==> src/rtl/if_fetch_queue_if.sv <==
// Fetch front-end bundle: imem request/response, decode handshake and redirect.
// master is the fetch queue; slave is the memory/decode/execute side.
interface if_fetch_queue_if #(
   parameter int XLEN = 32
);
   logic            imem_req_valid;
   logic            imem_req_ready;
   logic [XLEN-1:0] imem_addr;
   logic            imem_rsp_valid;
   logic [31:0]     imem_rdata;
   logic            inst_valid;
   logic            inst_ready;
   logic [31:0]     inst_data;
   logic [XLEN-1:0] inst_pc;
   logic            redirect_valid;
   logic [XLEN-1:0] redirect_pc;

   modport master (
      output imem_req_valid, imem_addr, inst_valid, inst_data, inst_pc,
      input  imem_req_ready, imem_rsp_valid, imem_rdata, inst_ready,
             redirect_valid, redirect_pc
   );

   modport slave (
      input  imem_req_valid, imem_addr, inst_valid, inst_data, inst_pc,
      output imem_req_ready, imem_rsp_valid, imem_rdata, inst_ready,
             redirect_valid, redirect_pc
   );
endinterface

==> src/rtl/if_fetch_queue.sv <==
// Instruction-fetch front end: owns the PC, issues imem requests, buffers in-order
// responses in a tagged circular queue and drops stale responses after a redirect.
module if_fetch_queue #(
   parameter int              XLEN     = 32,
   parameter logic [XLEN-1:0] RESET_PC = '0,
   parameter int              DEPTH    = 4
) (
   input  logic          clk,
   input  logic          reset,
   if_fetch_queue_if.master bus
);
   localparam int PW = $clog2(DEPTH);
   localparam int CW = PW + 1;
   localparam logic [CW:0] DEPTH_W = (CW+1)'(DEPTH);

   logic [XLEN-1:0] pc_reg, pc_next;
   logic [PW-1:0]   head_reg, head_next;
   logic [PW-1:0]   tail_reg, tail_next;
   logic [PW-1:0]   alloc_reg, alloc_next;
   logic [CW-1:0]   reserved_reg, reserved_next;
   logic [CW-1:0]   live_reg, live_next;
   logic [CW-1:0]   discard_reg, discard_next;

   logic [XLEN-1:0] entry_pc_reg   [DEPTH];
   logic [31:0]     entry_data_reg [DEPTH];
   logic [DEPTH-1:0] filled_reg;

   logic [CW:0] occupancy;
   logic        redirect;
   logic        req_valid;
   logic        accept;
   logic        drop;
   logic        fill;
   logic        inst_valid;
   logic        pop;

   // Stale in-flight responses still hold a slot until they drain.
   assign occupancy  = {1'b0, reserved_reg} + {1'b0, discard_reg};
   assign redirect   = reset & bus.redirect_valid;
   assign req_valid  = reset & ~bus.redirect_valid & (occupancy < DEPTH_W);
   assign accept     = req_valid & bus.imem_req_ready;
   assign drop       = bus.imem_rsp_valid & (discard_reg != '0);
   assign fill       = bus.imem_rsp_valid & (discard_reg == '0) & ~redirect;
   assign inst_valid = reset & ~bus.redirect_valid & filled_reg[head_reg];
   assign pop        = inst_valid & bus.inst_ready;

   assign bus.imem_req_valid = req_valid;
   assign bus.imem_addr      = {pc_reg[XLEN-1:2], 2'b00};
   assign bus.inst_valid     = inst_valid;
   assign bus.inst_data      = entry_data_reg[head_reg];
   assign bus.inst_pc        = entry_pc_reg[head_reg];

   always_comb begin
      pc_next       = pc_reg;
      head_next     = head_reg;
      tail_next     = tail_reg;
      alloc_next    = alloc_reg;
      reserved_next = reserved_reg;
      live_next     = live_reg;
      discard_next  = discard_reg;
      if (redirect) begin
         // Everything still outstanding becomes stale; a response this cycle is one of them.
         pc_next       = {bus.redirect_pc[XLEN-1:2], 2'b00};
         head_next     = '0;
         tail_next     = '0;
         alloc_next    = '0;
         reserved_next = '0;
         live_next     = '0;
         discard_next  = discard_reg + live_reg - CW'(bus.imem_rsp_valid);
      end else begin
         if (accept) begin
            pc_next   = pc_reg + XLEN'(4);
            tail_next = tail_reg + PW'(1);
         end
         if (fill) begin
            alloc_next = alloc_reg + PW'(1);
         end
         if (pop) begin
            head_next = head_reg + PW'(1);
         end
         reserved_next = reserved_reg + CW'(accept) - CW'(pop);
         live_next     = live_reg + CW'(accept) - CW'(fill);
         discard_next  = discard_reg - CW'(drop);
      end
   end

   always_ff @(posedge clk) begin
      if (!reset) begin
         pc_reg       <= RESET_PC;
         head_reg     <= '0;
         tail_reg     <= '0;
         alloc_reg    <= '0;
         reserved_reg <= '0;
         live_reg     <= '0;
         discard_reg  <= '0;
      end else begin
         pc_reg       <= pc_next;
         head_reg     <= head_next;
         tail_reg     <= tail_next;
         alloc_reg    <= alloc_next;
         reserved_reg <= reserved_next;
         live_reg     <= live_next;
         discard_reg  <= discard_next;
      end
   end

   genvar gi;
   generate
      for (gi = 0; gi < DEPTH; gi++) begin : g_entry
         logic tail_hit, alloc_hit, head_hit;
         assign tail_hit  = accept & (tail_reg == PW'(gi));
         assign alloc_hit = fill & (alloc_reg == PW'(gi));
         assign head_hit  = pop & (head_reg == PW'(gi));

         always_ff @(posedge clk) begin
            if (!reset || redirect) begin
               filled_reg[gi] <= 1'b0;
            end else if (alloc_hit) begin
               filled_reg[gi] <= 1'b1;
            end else if (head_hit || tail_hit) begin
               filled_reg[gi] <= 1'b0;
            end
         end

         // Payload needs no reset: it is only observed when filled is set.
         always_ff @(posedge clk) begin
            if (tail_hit) begin
               entry_pc_reg[gi] <= pc_reg;
            end
            if (alloc_hit) begin
               entry_data_reg[gi] <= bus.imem_rdata;
            end
         end
      end
   endgenerate
endmodule
==> src/flat_wrapper.sv <==
// flat-port wrapper written by rule: the top's interface ports become plain ports
module if_fetch_queue_flat 
#(
   parameter int              XLEN     = 32,
   parameter logic [XLEN-1:0] RESET_PC = '0,
   parameter int              DEPTH    = 4
)
  (clk, reset, bus_imem_req_valid, bus_imem_addr, bus_inst_valid, bus_inst_data, bus_inst_pc, bus_imem_req_ready, bus_imem_rsp_valid, bus_imem_rdata, bus_inst_ready, bus_redirect_valid, bus_redirect_pc);
  if_fetch_queue_if #(.XLEN(XLEN)) bus_i ();
  input  logic clk;
  input  logic reset;
  output wire logic [$bits(bus_i.imem_req_valid)-1:0] bus_imem_req_valid;
  output wire logic [$bits(bus_i.imem_addr)-1:0] bus_imem_addr;
  output wire logic [$bits(bus_i.inst_valid)-1:0] bus_inst_valid;
  output wire logic [$bits(bus_i.inst_data)-1:0] bus_inst_data;
  output wire logic [$bits(bus_i.inst_pc)-1:0] bus_inst_pc;
  input wire logic [$bits(bus_i.imem_req_ready)-1:0] bus_imem_req_ready;
  input wire logic [$bits(bus_i.imem_rsp_valid)-1:0] bus_imem_rsp_valid;
  input wire logic [$bits(bus_i.imem_rdata)-1:0] bus_imem_rdata;
  input wire logic [$bits(bus_i.inst_ready)-1:0] bus_inst_ready;
  input wire logic [$bits(bus_i.redirect_valid)-1:0] bus_redirect_valid;
  input wire logic [$bits(bus_i.redirect_pc)-1:0] bus_redirect_pc;
  assign bus_imem_req_valid = bus_i.imem_req_valid;
  assign bus_imem_addr = bus_i.imem_addr;
  assign bus_inst_valid = bus_i.inst_valid;
  assign bus_inst_data = bus_i.inst_data;
  assign bus_inst_pc = bus_i.inst_pc;
  assign bus_i.imem_req_ready = bus_imem_req_ready;
  assign bus_i.imem_rsp_valid = bus_imem_rsp_valid;
  assign bus_i.imem_rdata = bus_imem_rdata;
  assign bus_i.inst_ready = bus_inst_ready;
  assign bus_i.redirect_valid = bus_redirect_valid;
  assign bus_i.redirect_pc = bus_redirect_pc;
  if_fetch_queue #(.XLEN(XLEN), .RESET_PC(RESET_PC), .DEPTH(DEPTH)) u_core (.clk(clk), .reset(reset), .bus(bus_i));
endmodule
==> config.mk <==
export PLATFORM = sky130hd
export DESIGN_NAME = if_fetch_queue_flat
export DESIGN_NICKNAME = d
export VERILOG_FILES = /design/src/rtl/if_fetch_queue_if.sv /design/src/rtl/if_fetch_queue.sv /design/src/flat_wrapper.sv
export SDC_FILE = /design/constraint.sdc
export NUM_CORES = 1
export LEC_CHECK = 0
export ABC_CLOCK_PERIOD_IN_PS = 6730
export CORE_MARGIN = 1.5
export CORE_UTILIZATION = 28
export CTS_CLUSTER_SIZE = 8
export DETAILED_ROUTE_END_ITERATION = 6
export GPL_ROUTABILITY_DRIVEN = 0
export PLACE_DENSITY = 0.58
export SYNTH_ARGS = -nofsm -noshare
export SYNTH_HDL_FRONTEND = slang
export SYNTH_SLANG_ARGS = --single-unit
==> constraint.sdc <==
create_clock -name clk -period 6.73 [get_ports clk]
set_input_delay 1.0095 -clock clk [delete_from_list [all_inputs] [get_ports clk]]
set_output_delay 1.0095 -clock clk [all_outputs]
set_load 0.02 [all_outputs]
# Word level (Yosys, flattened, before mapping)
# Memories as Yosys holds them, arrays and structs flattened. A register that Yosys moved wholly into a read port is not among the register bits.
# Cells that the tools add are included.
# classes
addsub	12
order_cmp	2
eq_ne	9
mux	51
bitwise	24
reduce_logical	23
# ops
op	count
$mux W32	8
$reduce_or A32 Y1	6
$add A32 B3 Y32 const B	1
$mux W1	31
$and A1 B1 Y1	21
$mux W2	10
$eq A2 B2 Y1 const B	6
$sub A3 B1 Y3	4
$reduce_bool A2 Y1	5
$add A2 B1 Y2 const B	3
$add A3 B1 Y3	2
$eq A2 B1 Y1 const B	3
$logic_not A2 Y1	3
$logic_or A1 B1 Y1	5
$add A3 B3 Y4	1
$lt A4 B3 Y1 const B	1
$add A3 B3 Y3	1
$logic_not A3 Y1	1
$lt A2 B3 Y1 const B	1
$mux W3	1
$not A1 Y1	3
$reduce_bool A3 Y1	1
$bmux W1 S2	1
$reduce_or A2 Y1	1
$logic_not A1 Y1	1
# totals
register_bits	51
ramBits	256
input_bits	70
out_inout_bits	98
elab_cells	135
memories	2
# memory_table
memory	depth	word_bits	rd	rd_clocked_by_memory_dff	write_ports	line_no	text
u_core.entry_data_reg	4	32	1	1	1	if_fetch_queue.sv:25	logic [31:0] entry_data_reg [DEPTH];
u_core.entry_pc_reg	4	32	1	1	1	if_fetch_queue.sv:24	logic [XLEN-1:0] entry_pc_reg [DEPTH];

# Longest topological paths before layout
# Gate-level depths: netlist of the first run.
# logic_depth
depth_word	11
ltp_mapped	11
ltp_nobuf	11

# Least setup slack after synthesis of the first run
# OpenSTA, ideal clock, no wires.
# synth_path
path_kind	input to register
from	in reset
to	mem u_core.entry_pc_reg[0][10], enable pin
setup_ns	0.391
arrival_time_ns	2.697
required_ns	6.339
setup_slack_ns	3.643
cell_stages	5
path_buffers	2
path_cell_list	buf_2 > and2b_1 > and3_1 > buf_1 > and2_1
# synth_via
elab_cells_between_ends	24
classes_between	mux: 14; bitwise: 7; reduce/logical: 3
# synth_lines
item	line_no	text
from (decl)	flat_wrapper.sv:11	input logic reset;
$and A1 B1 Y1 (2 in a row)	if_fetch_queue.sv:40	assign req_valid = reset & ~bus.redirect_valid & (occupancy < DEPTH_W);
$and A1 B1 Y1	if_fetch_queue.sv:41	assign accept = req_valid & bus.imem_req_ready;
$and A1 B1 Y1	if_fetch_queue.sv:111	assign tail_hit = accept & (tail_reg == PW'(gi));
named net u_core.g_entry[0].tail_hit	if_fetch_queue.sv:110	logic tail_hit, alloc_hit, head_hit;
$mux W1	if_fetch_queue.sv:127	if (tail_hit) begin
$mux W1 (implied by the code)	if_fetch_queue.sv:128	entry_pc_reg[gi] <= pc_reg;
$mux W1 (no source line) (3 in a row)	-	
to (decl)	if_fetch_queue.sv:24	
# The timed path passes the listed nets, and every way through them passes these cells.

# Final worst setup path of the first run
# layout_path
from	in reset
to	out bus_imem_req_valid
# layout_via
elab_chain_cells	2
# layout_lines
item	line_no	text
$and A1 B1 Y1 (2 in a row)	if_fetch_queue.sv:40	
to (decl)	flat_wrapper.sv:12	output wire logic [$bits(bus_i.imem_req_valid)-1:0] bus_imem_req_valid;
# No other way between the ends.

==> impl_metrics.tcl, run 1 <==
set metrics [dict create \
    synth.largest_area_cell "edfxtp_1" \
    drv_slew 0 \
    hold_path.class "register to register" \
    worst-path-stages 6 \
    p_leak_nw 4.83 \
    cpLargestDelayFamily "buffers and inverters" \
    ir_drop_v 0.000190 \
    cts_resized 0 \
    die_x_um 208 \
    setup_viol 0 \
    start_util_pct 28.3 \
    root_buffer "clkbuf_16" \
    slew_headroom_pct 22.5 \
    first_pass_iters 4 \
    yosys_warnings 0 \
    grt_max_degree 51 \
    vias_per_cell 4.58 \
    critPathLaunch "reset" \
    yosysMostFrequentCell "edfxtp_1" \
    cp-endpoint "bus_imem_req_valid" \
    fin_crit_sh_pct 64.9 \
    crit_path_top_delay_cell "clkdlybuf4s50_1" \
    clkTransAtPathRegs_ps 50 \
    synth_area_per_cell_um2 17.7 \
    crit_path_cell_trace "clkdlybuf4s50_1 -> buf_4 -> and2b_1 -> nand2_1 -> nor4_1 -> clkdlybuf4s50_1" \
    place_area_um2 14000 \
    yosysSeqAreaShare_pct 71.7 \
    synth_edf_count 248 \
    grt_pass1_vias 6914 \
    path_max_fanout 36 \
    netlist_area_um2 11800 \
    rows 75 \
    ant_nets 0 \
    track_usage_pct 12.5 \
    synth_seq_cells 299 \
    cts_tree "built" \
    worst-path-buf-inv 3 \
    htree_levels 2 \
    rsz0062_at_grt "no" \
    rr_endpoint "u_core.pc_reg[29]" \
    nNetsFinal 943 \
    yosys.area.top_type_share_pct 63.0 \
    wl_per_cell_um 19.0 \
    dieArea_um2 43400 \
    dp_cells 1342 \
    dp_slack_ps 2360 \
    hold_viol_final 0 \
    core_area_um2 41800 \
    final_cell_count_no_fill 1425 \
    clock_skew_ps 18.0 \
    fillCellCount 3882 \
    period_needed_ps 4370 \
    maxCapViolCount 0 \
    worst_r2r_path_depth 5 \
    crit_top_cell "clkdlybuf4s50_1" \
    postCtsHoldBufs 0 \
    max_freq_mhz 229 \
    area_growth_pct 29.4 \
    dpl.hpwl_um 16400 \
    arrival_ps 3360 \
    cts.sink_count 299 \
    async_flop_share_pct 0 \
    worst-endpoint-required_ps 5720 \
    cellPowerDensity_nw_per_um2 304 \
    finalWirelength_um 27100 \
    cts-buffers-inserted 43 \
    largest_reg_flops 128 \
    drtIter0Drc 509 \
    fin_tns_setup_ps 0 \
    post_cts_buffers 0 \
    setup_ws_ps 2360 \
    outcome "finished clean" \
    clk_path_buf_depth 3 \
    clk_latency_ps 540 \
    postSynthCellCount 668 \
    grt_overflow 0 \
    drc 0 \
    r2r-start "u_core.pc_reg[4]" \
    synth_common_cells "edfxtp_1 (248), mux4_2 (63), dfxtp_1 (51)" \
    worstSetupEndpointType "primary output" \
    io_buffers 161 \
    r2r_setup_slack_ps 3740 \
    drive_above_1_share_pct 14.4 \
    final_area_um2 15300 \
    antenna_found_initial 5 \
    path_class "primary input to primary output" \
    ys.flop_type "edfxtp_1" \
    vias 6522 \
    synth_area_leaders "edfxtp_1 (63%), mux4_2 (12%), dfxtp_1 (8.6%)" \
    grt_pass1_wl_um 41300 \
    synthDistinctLibCells 40 \
    io_pins 168 \
    die_h_um 208 \
    slowest_delay_ps 740 \
    worst_pin_slew_ps 1160 \
    crit_path_start_kind "primary input" \
]
-- cells in the final DEF (no fill, tap or decap), types with 3 or more instances in the layout --
cell type / count
a211oi_1: 3
a21oi_1: 23
a31oi_1: 3
and2_1: 10
and2_2: 4
and3_1: 4
and4_1: 5
buf_4: 9
clkbuf_1: 32
clkbuf_16: 43
clkdlybuf4s50_1: 161
conb_1: 4
dfxtp_1: 49
diode_2: 4
edfxtp_1: 248
fa_1: 3
ha_1: 22
inv_1: 16
mux4_2: 63
nand2_1: 22
nand3_1: 18
nand4_1: 9
nor2_1: 16
nor3_1: 11
nor4_1: 12
o21ai_0: 32
o2bb2ai_1: 4
xnor2_1: 27
xor2_1: 6
-- layout make-up --
class                      count  area, um2  share of cell area, %
sequential                   299       8470                   55.4
multi-input combinational    318       3140                   20.5
timing repair buffer         170       1680                   11.0
clock buffer                  75       1200                   7.82
tap                          539        674                   4.41
clock inverter                 4       62.6                  0.409
inverter                      16       60.1                  0.393
antenna                        4       10.0                 0.0655
-- worst register-to-register path, cell delays in order (launching register included) --
cell	delay [ps]
dfxtp_1	580
and4_1	330
nand4_1	600
or4_1	850
or3_1	390
a31oi_1	160
-- power breakdown --
group          internal (mW)  switching (mW)
logic                  0.250           0.257
clock network           1.20           0.777
registers               2.10          0.0615
-- through the flow --
| step | hold slack [ps] | total power [mW] | utilization, % |
|---|---|---|---|
| after CTS | 466 | 4.72 | 36.6 |
| after detailed placement | 458 | 2.72 | 33.6 |
| after global placement | 452 | 2.71 | 33.6 |
| final | 460 | 4.65 | 36.6 |
| after floorplan | 438 | 2.47 | - |
| after global routing | 493 | 4.84 | 36.6 |
-- kinds of logic (layout without fill, tap and decap cells) --
family | after synthesis | after routing | synth area share (%)
adder cells (fa/ha/maj) | 25 | 25 | 2.84
AO/OA/AOI/OAI | 68 | 68 | 3.19
AND/OR/NAND/NOR | 124 | 124 | 5.81
multiplexers | 64 | 64 | 12.1
XOR/XNOR | 33 | 33 | 2.45
other | 1 | 8 | 0.0317
buffers and inverters | 54 | 265 | 1.93
flip-flops | 299 | 299 | 71.7
-- metal layers --
layer	track usage [%]	vias to the layer above	part of all wire [%]
met4	5.26	2	2.7
met3	2.85	48	5.7
met1	15.3	3300	41
met2	21.2	175	51
met5	0	-	0.044
li1	-	2997	-
-- how the worst min path moves through the flow --
stage / from / end / slack (ps) / cells past startpoint
after floorplan: u_core.filled_reg[2] / u_core.filled_reg[2] / 440 / 2
after global placement: u_core.filled_reg[3] / u_core.filled_reg[3] / 450 / 2
after detailed placement: u_core.filled_reg[3] / u_core.filled_reg[3] / 460 / 2
after CTS: u_core.filled_reg[3] / u_core.filled_reg[3] / 470 / 2
after global routing: u_core.filled_reg[0] / u_core.filled_reg[0] / 490 / 2
final: u_core.filled_reg[1] / u_core.filled_reg[1] / 460 / 2
Note: power is estimated with default switching activity, not from simulation.
==> run 2, diff against run 1 <==
--- a/config.mk
+++ b/config.mk
@@ -5,13 +5,13 @@
 export SDC_FILE = /design/constraint.sdc
 export NUM_CORES = 1
 export LEC_CHECK = 0
-export ABC_CLOCK_PERIOD_IN_PS = 6730
+export ABC_CLOCK_PERIOD_IN_PS = 4000
 export CORE_MARGIN = 1.5
 export CORE_UTILIZATION = 28
 export CTS_CLUSTER_SIZE = 8
 export DETAILED_ROUTE_END_ITERATION = 6
 export GPL_ROUTABILITY_DRIVEN = 0
-export PLACE_DENSITY = 0.58
+export PLACE_DENSITY = 0.59
 export SYNTH_ARGS = -nofsm -noshare
 export SYNTH_HDL_FRONTEND = slang
 export SYNTH_SLANG_ARGS = --single-unit
==> constraint.sdc (replaced) <==
create_clock -name clk -period 4 [get_ports clk]
set_input_delay 0.6 -clock clk [delete_from_list [all_inputs] [get_ports clk]]
set_output_delay 0.6 -clock clk [all_outputs]
set_load 0.02 [all_outputs]
==> run 2 against run 1 <==
Critical path depth fell by 3; global-route usage is 0.12 points higher; via count increased by 0.84%; sequential power rose by 68%; flip-flop and latch count unchanged; setup slack worse by 1700 ps; clock-buffer cell count is 6 lower; clock power grew 66%; cell area increased by 0.65%; largest cell class unchanged.
==> impl_metrics.tcl, run 2 (same netlist as run 1, synthesis figures left out) <==
set metrics [dict create \
    arrival_ps 2690 \
    cts_resized 0 \
    worst-endpoint-required_ps 3400 \
    dpl.hpwl_um 17200 \
    cts-buffers-inserted 43 \
    grt_pass1_wl_um 41900 \
    die_h_um 208 \
    layout_common_cells "edfxtp_1 (248), clkdlybuf4s50_1 (161), mux4_2 (63)" \
    clkTransAtPathRegs_ps 50 \
    antenna_found_initial 3 \
    path_class "register to primary output" \
    multiInputGateArea_um2 3130 \
    rows 75 \
    worst_hold_slack_ps 461 \
    clk_latency_ps 540 \
    hold_path.class "register to register" \
    clock_skew_ps 17.0 \
    area_growth_pct 30.3 \
    grt_overflow 0 \
    cts.sink_count 299 \
    die_x_um 208 \
    fillCellCount 3859 \
    postCtsHoldBufs 0 \
    rsz0062_at_grt "no" \
    slew_headroom_pct 47.9 \
    fin_crit_sh_pct 82.3 \
    slowest_delay_ps 680 \
    fin_tns_setup_ps 0 \
    drc 0 \
    worstSetupEndpointType "primary output" \
    regArea_um2 8470 \
    cts_tree "built" \
    crit_path_top_delay_cell "dfxtp_4" \
    drv_slew 0 \
    cellPowerDensity_nw_per_um2 507 \
    period_needed_ps 3290 \
    crit_path_cell_trace "buf_4 -> mux4_2 -> clkdlybuf4s50_1" \
    hold_viol_final 0 \
    first_pass_iters 4 \
    grt_max_degree 36 \
    crit_path_start_kind "register" \
    ant_nets 0 \
    nNetsFinal 959 \
    grt_pass1_vias 6912 \
    max_freq_mhz 304 \
    drtIter0Drc 349 \
    finalWirelength_um 27300 \
    vias_per_cell 4.58 \
    p_leak_nw 4.91 \
    ir_drop_v 0.000261 \
    root_buffer "clkbuf_16" \
    core_area_um2 41800 \
    vias 6577 \
    io_pins 168 \
    start_util_pct 28.3 \
    post_cts_buffers 0 \
    setup_viol 0 \
    worst_pin_slew_ps 778 \
    largest_reg_flops 128 \
    path_max_fanout 22 \
    io_buffers 161 \
    cpLargestDelayFamily "buffers and inverters" \
    dieArea_um2 43400 \
    worst-path-buf-inv 2 \
    layout_commonest_cell "edfxtp_1" \
    maxCapViolCount 0 \
    drive_above_1_share_pct 15.6 \
    outcome "finished clean" \
    track_usage_pct 12.6 \
    wl_per_cell_um 19.0 \
    clk_path_buf_depth 3 \
    htree_levels 2 \
]
==> run 2: changes by cell type in the layout (fill, tap and decap cells not counted), moves of 4 or more <==
cell | previous run | this run
and2_1 | 10 | 14
and2_2 | 4 | 0
clkbuf_1 | 32 | 26
buf_4 | 9 | 24
==> run 2: metrics by stage <==
step	setup WS, ps	std cells	total power [mW]	utilization, %	instance area, um2
after CTS	607	1431	7.92	36.8	15400
final	706	1435	7.80	36.9	15400
after floorplan	1310	671	4.15	-	11800
after global routing	559	1434	8.11	36.9	15400
after global placement	779	1358	4.57	33.9	14200
after detailed placement	725	1358	4.58	33.9	14200
==> run 2: path summary, 6_finish.rpt <==
path,from,end,slack (ps),cells past startpoint
worst max-delay path,register,bus_inst_pc[17],710,3
worst min-delay path,u_core.filled_reg[3],u_core.filled_reg[3],460,2
worst max register to register,u_core.discard_reg[0],u_core.live_reg[2],1340,9
worst min register to register,u_core.filled_reg[3],u_core.filled_reg[3],460,2
==> run 2: tightest hold or removal path, delay by kind of cell (launching register included) <==
family / cells / cell delay (ps)
compound gates: 1 / 50
flops: 1 / 300
simple gates: 1 / 60
==> run 2: power breakdown <==
| part | internal (mW) | switching, mW |
|---|---|---|
| combinational | 0.432 | 0.441 |
| clock | 2.00 | 1.29 |
| sequential | 3.54 | 0.0985 |
==> run 2: cell type report <==
| cell class | instances | share of cell area, % |
|---|---|---|
| Timing Repair Buffer | 186 | 11.8 |
| Clock inverter | 4 | 0.374 |
| Tap cell | 539 | 4.38 |
| Sequential cell | 299 | 55.0 |
| Antenna cell | 4 | 0.0650 |
| Inverter | 16 | 0.390 |
| Multi-Input combinational cell | 318 | 20.3 |
| Clock buffer | 69 | 7.62 |
==> run 2: layer usage <==
layer,GRT usage (%),wire [um],part of all wire [%],up-vias
li1,-,-,-,3026
met1,16.0,11400,42,3323
met2,21.2,13700,50,179
met3,2.37,1420,5.2,49
met4,5.01,759,2.8,0
met5,0,0,0,-
